`config.mk`:
```
export PLATFORM = sky130hd
export DESIGN_NAME = fft_twiddle_agu
export DESIGN_NICKNAME = d
export VERILOG_FILES = /design/src/rtl/fft_twiddle_agu.sv
export SDC_FILE = /design/constraint.sdc
export NUM_CORES = 1
export LEC_CHECK = 0
export BUFFER_PORTS_ARGS = -buffer_cell sky130_fd_sc_hd__buf_4
export CAP_MARGIN = 20
export CORE_UTILIZATION = 42
export DETAILED_ROUTE_END_ITERATION = 7
export PLACE_DENSITY = 0.65
export SETUP_SLACK_MARGIN = 0.4
export SLEW_MARGIN = 20
export SYNTH_ARGS = -nofsm -noshare
export SYNTH_HDL_FRONTEND = slang
export SYNTH_SLANG_ARGS = --single-unit
```
`constraint.sdc`:
```
create_clock -name i_clk -period 4.5 [get_ports i_clk]
set_input_delay 0.45 -clock i_clk [delete_from_list [all_inputs] [get_ports i_clk]]
set_output_delay 0.45 -clock i_clk [all_outputs]
set_load 0.03 [all_outputs]
```
`src/rtl/fft_twiddle_agu.sv`:
```
// Radix-2 8-point FFT operand/twiddle address sequencer with writeback drain.
// Define FFT_AGU_STALL_CNT_EN to add the o_stall_cnt ready-stall counter.
module fft_twiddle_agu (
  input  logic        i_clk,
  input  logic        i_rst_n,
  input  logic        i_start,
  input  logic        i_ready,
  input  logic        i_wb,
  output logic        o_valid,
  output logic [2:0]  o_addr_top,
  output logic [2:0]  o_addr_bot,
  output logic [1:0]  o_tw_addr,
  output logic [1:0]  o_stage,
  output logic        o_busy,
  output logic        o_done
`ifdef FFT_AGU_STALL_CNT_EN
  ,
  output logic [15:0] o_stall_cnt
`endif
);

  typedef enum logic [1:0] {
    IDLE,
    ISSUE,
    DRAIN,
    DONE
  } state_t;

  typedef struct packed {
    logic [2:0] top;
    logic [2:0] bot;
    logic [1:0] k;
  } issue_t;

  // h = 1<<s, pos = b mod h, top = (b/h)*2h + pos, k = pos*(4/h)
  function automatic issue_t calc(
    input logic [1:0] s,
    input logic [1:0] b
  );
    issue_t     r;
    logic [2:0] h;
    logic [1:0] pos;
    logic [2:0] bb;
    h     = 3'd1 << s;
    pos   = b & (h[1:0] - 2'd1);
    bb    = {1'b0, b};
    r.top = ((bb >> s) << (s + 2'd1)) + {1'b0, pos};
    r.bot = r.top + h;
    r.k   = pos << (2'd2 - s);
    return r;
  endfunction

  state_t     state_q, state_d;
  logic [1:0] stage_q, stage_d;
  logic [1:0] b_q, b_d;
  logic [2:0] cnt_q, cnt_d;
  logic       valid_q;
  logic       busy_q;
  logic       done_q;
  logic [2:0] top_q;
  logic [2:0] bot_q;
  logic [1:0] k_q;
  logic       hs;
  issue_t     nxt;

  assign hs = valid_q & i_ready;

  always_comb begin
    cnt_d = cnt_q;
    if (hs && !i_wb) begin
      cnt_d = cnt_q + 3'd1;
    end else if (!hs && i_wb && cnt_q != 3'd0) begin
      cnt_d = cnt_q - 3'd1;
    end
  end

  always_comb begin
    state_d = state_q;
    stage_d = stage_q;
    b_d     = b_q;
    unique case (state_q)
      IDLE: begin
        if (i_start) begin
          state_d = ISSUE;
          stage_d = 2'd0;
          b_d     = 2'd0;
        end
      end
      ISSUE: begin
        if (hs) begin
          if (b_q == 2'd3) begin
            state_d = DRAIN;
          end else begin
            b_d = b_q + 2'd1;
          end
        end
      end
      DRAIN: begin
        if (cnt_q == 3'd0) begin
          if (stage_q == 2'd2) begin
            state_d = DONE;
          end else begin
            state_d = ISSUE;
            stage_d = stage_q + 2'd1;
            b_d     = 2'd0;
          end
        end
      end
      DONE: begin
        state_d = IDLE;
      end
      default: begin
        state_d = IDLE;
      end
    endcase
    nxt = calc(stage_d, b_d);
  end

  always_ff @(posedge i_clk or negedge i_rst_n) begin
    if (!i_rst_n) begin
      state_q <= IDLE;
      stage_q <= 2'd0;
      b_q     <= 2'd0;
      cnt_q   <= 3'd0;
      valid_q <= 1'b0;
      busy_q  <= 1'b0;
      done_q  <= 1'b0;
      top_q   <= 3'd0;
      bot_q   <= 3'd0;
      k_q     <= 2'd0;
    end else begin
      state_q <= state_d;
      stage_q <= stage_d;
      b_q     <= b_d;
      cnt_q   <= cnt_d;
      valid_q <= (state_d == ISSUE);
      busy_q  <= (state_d != IDLE);
      done_q  <= (state_d == DONE);
      if (state_d == ISSUE) begin
        top_q <= nxt.top;
        bot_q <= nxt.bot;
        k_q   <= nxt.k;
      end
    end
  end

  assign o_valid    = valid_q;
  assign o_addr_top = top_q;
  assign o_addr_bot = bot_q;
  assign o_tw_addr  = k_q;
  assign o_stage    = stage_q;
  assign o_busy     = busy_q;
  assign o_done     = done_q;

`ifdef FFT_AGU_STALL_CNT_EN
  logic [15:0] stall_q;

  always_ff @(posedge i_clk or negedge i_rst_n) begin
    if (!i_rst_n) begin
      stall_q <= 16'd0;
    end else if (state_q == IDLE && i_start) begin
      stall_q <= 16'd0;
    end else if (valid_q && !i_ready && stall_q != 16'hFFFF) begin
      stall_q <= stall_q + 16'd1;
    end
  end

  assign o_stall_cnt = stall_q;
`endif

endmodule
```
==> results.md <==
* Cell Area, Placed at roughly 0.0013 sq mm
* Final core utilization at 50.18%
* Max layer used: met4
* Gr usage total at 16.65%
* Most frequent CP cell: xnor2_1
* Placed insts at 164
* Post-DP HPWL at 1825 um
* # IOs at 18
* Syn avg cell area at between 10 and 15 sq um
* Largest net degree at the start of global routing at 21
* Flops & latches, synth at 20
* R2R Path Start: cnt_q[2]
* Die X-Extent at 55.95 um
* Max incr delay on CP at 0.61 ns
* DR vias at between 900 and 1,000
* Hold_buf cts at 0
* Main flop type after synthesis: dfrtp_1
* Routed metal-1 wirelength at just over 1000 um
* Maximum clock rate at 0.2704 GHz
* Final non-filler cell total at ~170
* Post-synth ARST share at 100.0%
* Cells along the critical path: or3_1 -> o311a_1 -> ha_1 -> xnor2_1 -> nor4b_1 -> inv_1 -> fa_1 -> xor2_1 -> xnor2_1 -> mux2_1
* EDFF count, synth at 0
* I/O Buffers at 17
* Setup TNS at 0 ns
* WP data required at approximately 4.7 ns
* DR pass1 iterations at 4
* Worst Hold Class: in2async
* CTS tree: done
* WL met3 at 133 um
* Post-synthesis net count at 135
* Fin nets at between 150 and 200
* Vias in the first global route at 890
* Max_slew headroom at ~66%
* Worst slew pin tran at 0.5077 ns
* Setup crit start: cnt_q[2]
* CTS Sinks at 20
* Die outline area at approximately 0.0031 sq mm
* Post-CTS Setup Bufs at 0
* RSZ-0062 raised after global routing: no
* Endpoints failing setup at 0
* Worst Reg-to-Reg Cells at 10
* Drc violations at 0
* Final wirelength at around 2400 um
* Arr. time, crit path at between 3 and 4 ns
* H-Tree Depth at 1
* Clock root cell: clkbuf_4
* Maximum vdd drop at roughly 0.45 mV
* Finished layout cell area at 0.001384 sq mm
* Outcome: finished clean
* Sequential-to-total area share from yosys stat at roughly 41%
* # diodes at 0
* DR WL met2 at roughly 1200 um
* First-pass GRT wire length at 4057 um
* CP Depth at 10
* CTS max path bufs at 2
* Cts bufs inserted at 3
* Minimum clock period at 3.698 ns
* Final hold violations at 0
* CP startpoint kind: flop
* Post-DR vias/cell at about 5.6
* Synth-to-layout area growth at 13.20%
* Leakage power at 0.6195 nW
* Synth warnings at 0
* Power, Total at around 0.96 mW
* Max cap viols at 0
* Global placement routability congestion at between 0.8 and 0.9
* Fin Clk Skew at about 0.0025 ns
* Nature of the critical path endpoint: flop
* Die height at 55.95 um
* Post-route ant nets at 0
* CP delay by family, top: simple AND/OR/NAND/NOR gates
* Max Slew Vio Count at 0
* Crit Path Max Fanout at 8
* Routed WL per cell at ~14 um
* Cell Area, Synth at 0.001222 sq mm
* Core ar. at 0.002758 sq mm
* Worst Path Buf+Inv at 1
* Worst slack, placed at approximately 0.84 ns
* Hold_ws at 0.001405 ns
* Worst setup margin at roughly 0.80 ns
* Initial antenna violation count at 0
* Clock latency on the worst-skew pair at around 0.30 ns
* Pwr dens at 693.2 mW/mm^2
* Cell Rows at 19
* Initial Util at 44.33%
* Critical path's slowest cell: fa_1
* Critical Setup Path Class: reg2reg
* Layout cells sized above 1 at roughly a quarter
* Gr ovfl total at 0
* 1st-iter DRT viols at 30
* Period utilization at approximately 80%
* Clock slew at reported path FFs at roughly 0.12 ns
* Syn Inst Count at between 100 and 150
* Post-CTS Resized at 0
* Yosys cell types at 43
==> layout make-up <==
cell class,count,area (sq um)
clock buffers,4,36.28
fillers,253,1374
inverters,10,37.54
multi-input cells,86,643.1
flip-flops and latches,20,500.5
well taps,31,38.79
repair buffers,17,127.6
==> cell usage in the layout (no fill, tap or decap), types with 3 or more instances in the layout <==
cell type  synthesis  routed
o21ai_1            4       4
nand2_1           11      11
dfrtp_1           20      20
nand3_1            7       7
clkbuf_4           0       3
nand2b_1           3       3
buf_4              0      17
nor2_1             6       6
xnor2_1            3       3
inv_1              8       8
nor3_1             3       3
a21oi_1            4       4
mux2_1             3       3
ha_1               6       6
a31oi_1            3       3
==> cells in the mapped netlist (all sizes together), types with 2 or more instances <==
cell type	count	share of area, %
mux2i	2	1.6
a21oi	4	1.6
nand2	11	3.4
o21bai	2	1.2
dfrtp	20	41
and4	2	1.6
ha	6	6.1
mux2	5	4.6
xnor2	3	2.1
and3	2	1.0
xor2	2	1.4
nor2	7	2.4
buf	5	3.1
fa	2	3.3
nand3	7	2.9
inv	10	3.1
o22ai	2	1.0
nor3	5	3.4
nand2b	3	1.5
a31oi	3	1.5
o21ai	5	2.0
==> cells by family (layout without fill, tap and decap cells) <==
| kind of cell | Yosys count | count (layout) | synth area share [%] |
|---|---|---|---|
| muxes | 7 | 7 | 6.243 |
| adders and majority gates | 8 | 8 | 9.417 |
| xor gates and xnor gates | 5 | 5 | 3.583 |
| and+or+nand+nor | 43 | 43 | 19.96 |
| buffers and inverters | 16 | 31 | 6.448 |
| AOI/OAI and AO/OA | 23 | 23 | 13.41 |
| DFF | 20 | 20 | 40.94 |
==> layer usage <==
metal / vias up / global-route usage [%]
li1: 459 / -
met1: 453 / 21.08
met2: 22 / 28.40
met3: 2 / 4.419
met4: 0 / 4.181
met5: - / 0
==> final timing paths <==
check	to	slack (ns)
min in group i_clk	o_busy	0.42
worst min-delay path	o_stage[1]	0.001
worst max-delay path	o_addr_bot[1]	0.80
worst min register to register	o_addr_bot[2]	0.51
max in group asynchronous	cnt_q[1]	4.29
worst max register to register	o_addr_bot[1]	0.80
==> report_power, final <==
group          total [mW]  internal [mW]  switching [mW]
Clock               0.107         0.0494          0.0578
Sequential          0.319          0.250          0.0692
Combinational       0.533          0.226           0.308
Total               0.959          0.525           0.435
==> flip-flops by register name (all words and copies together), names as in the netlist <==
signal and flops:
o_valid 1, o_busy 1, o_addr_bot 3, o_tw_addr 2
o_stage 2, cnt_q 3, o_addr_top 3, state_q 2
b_q 2, o_done 1
No activity file was read; power rests on OpenSTA's default activity.
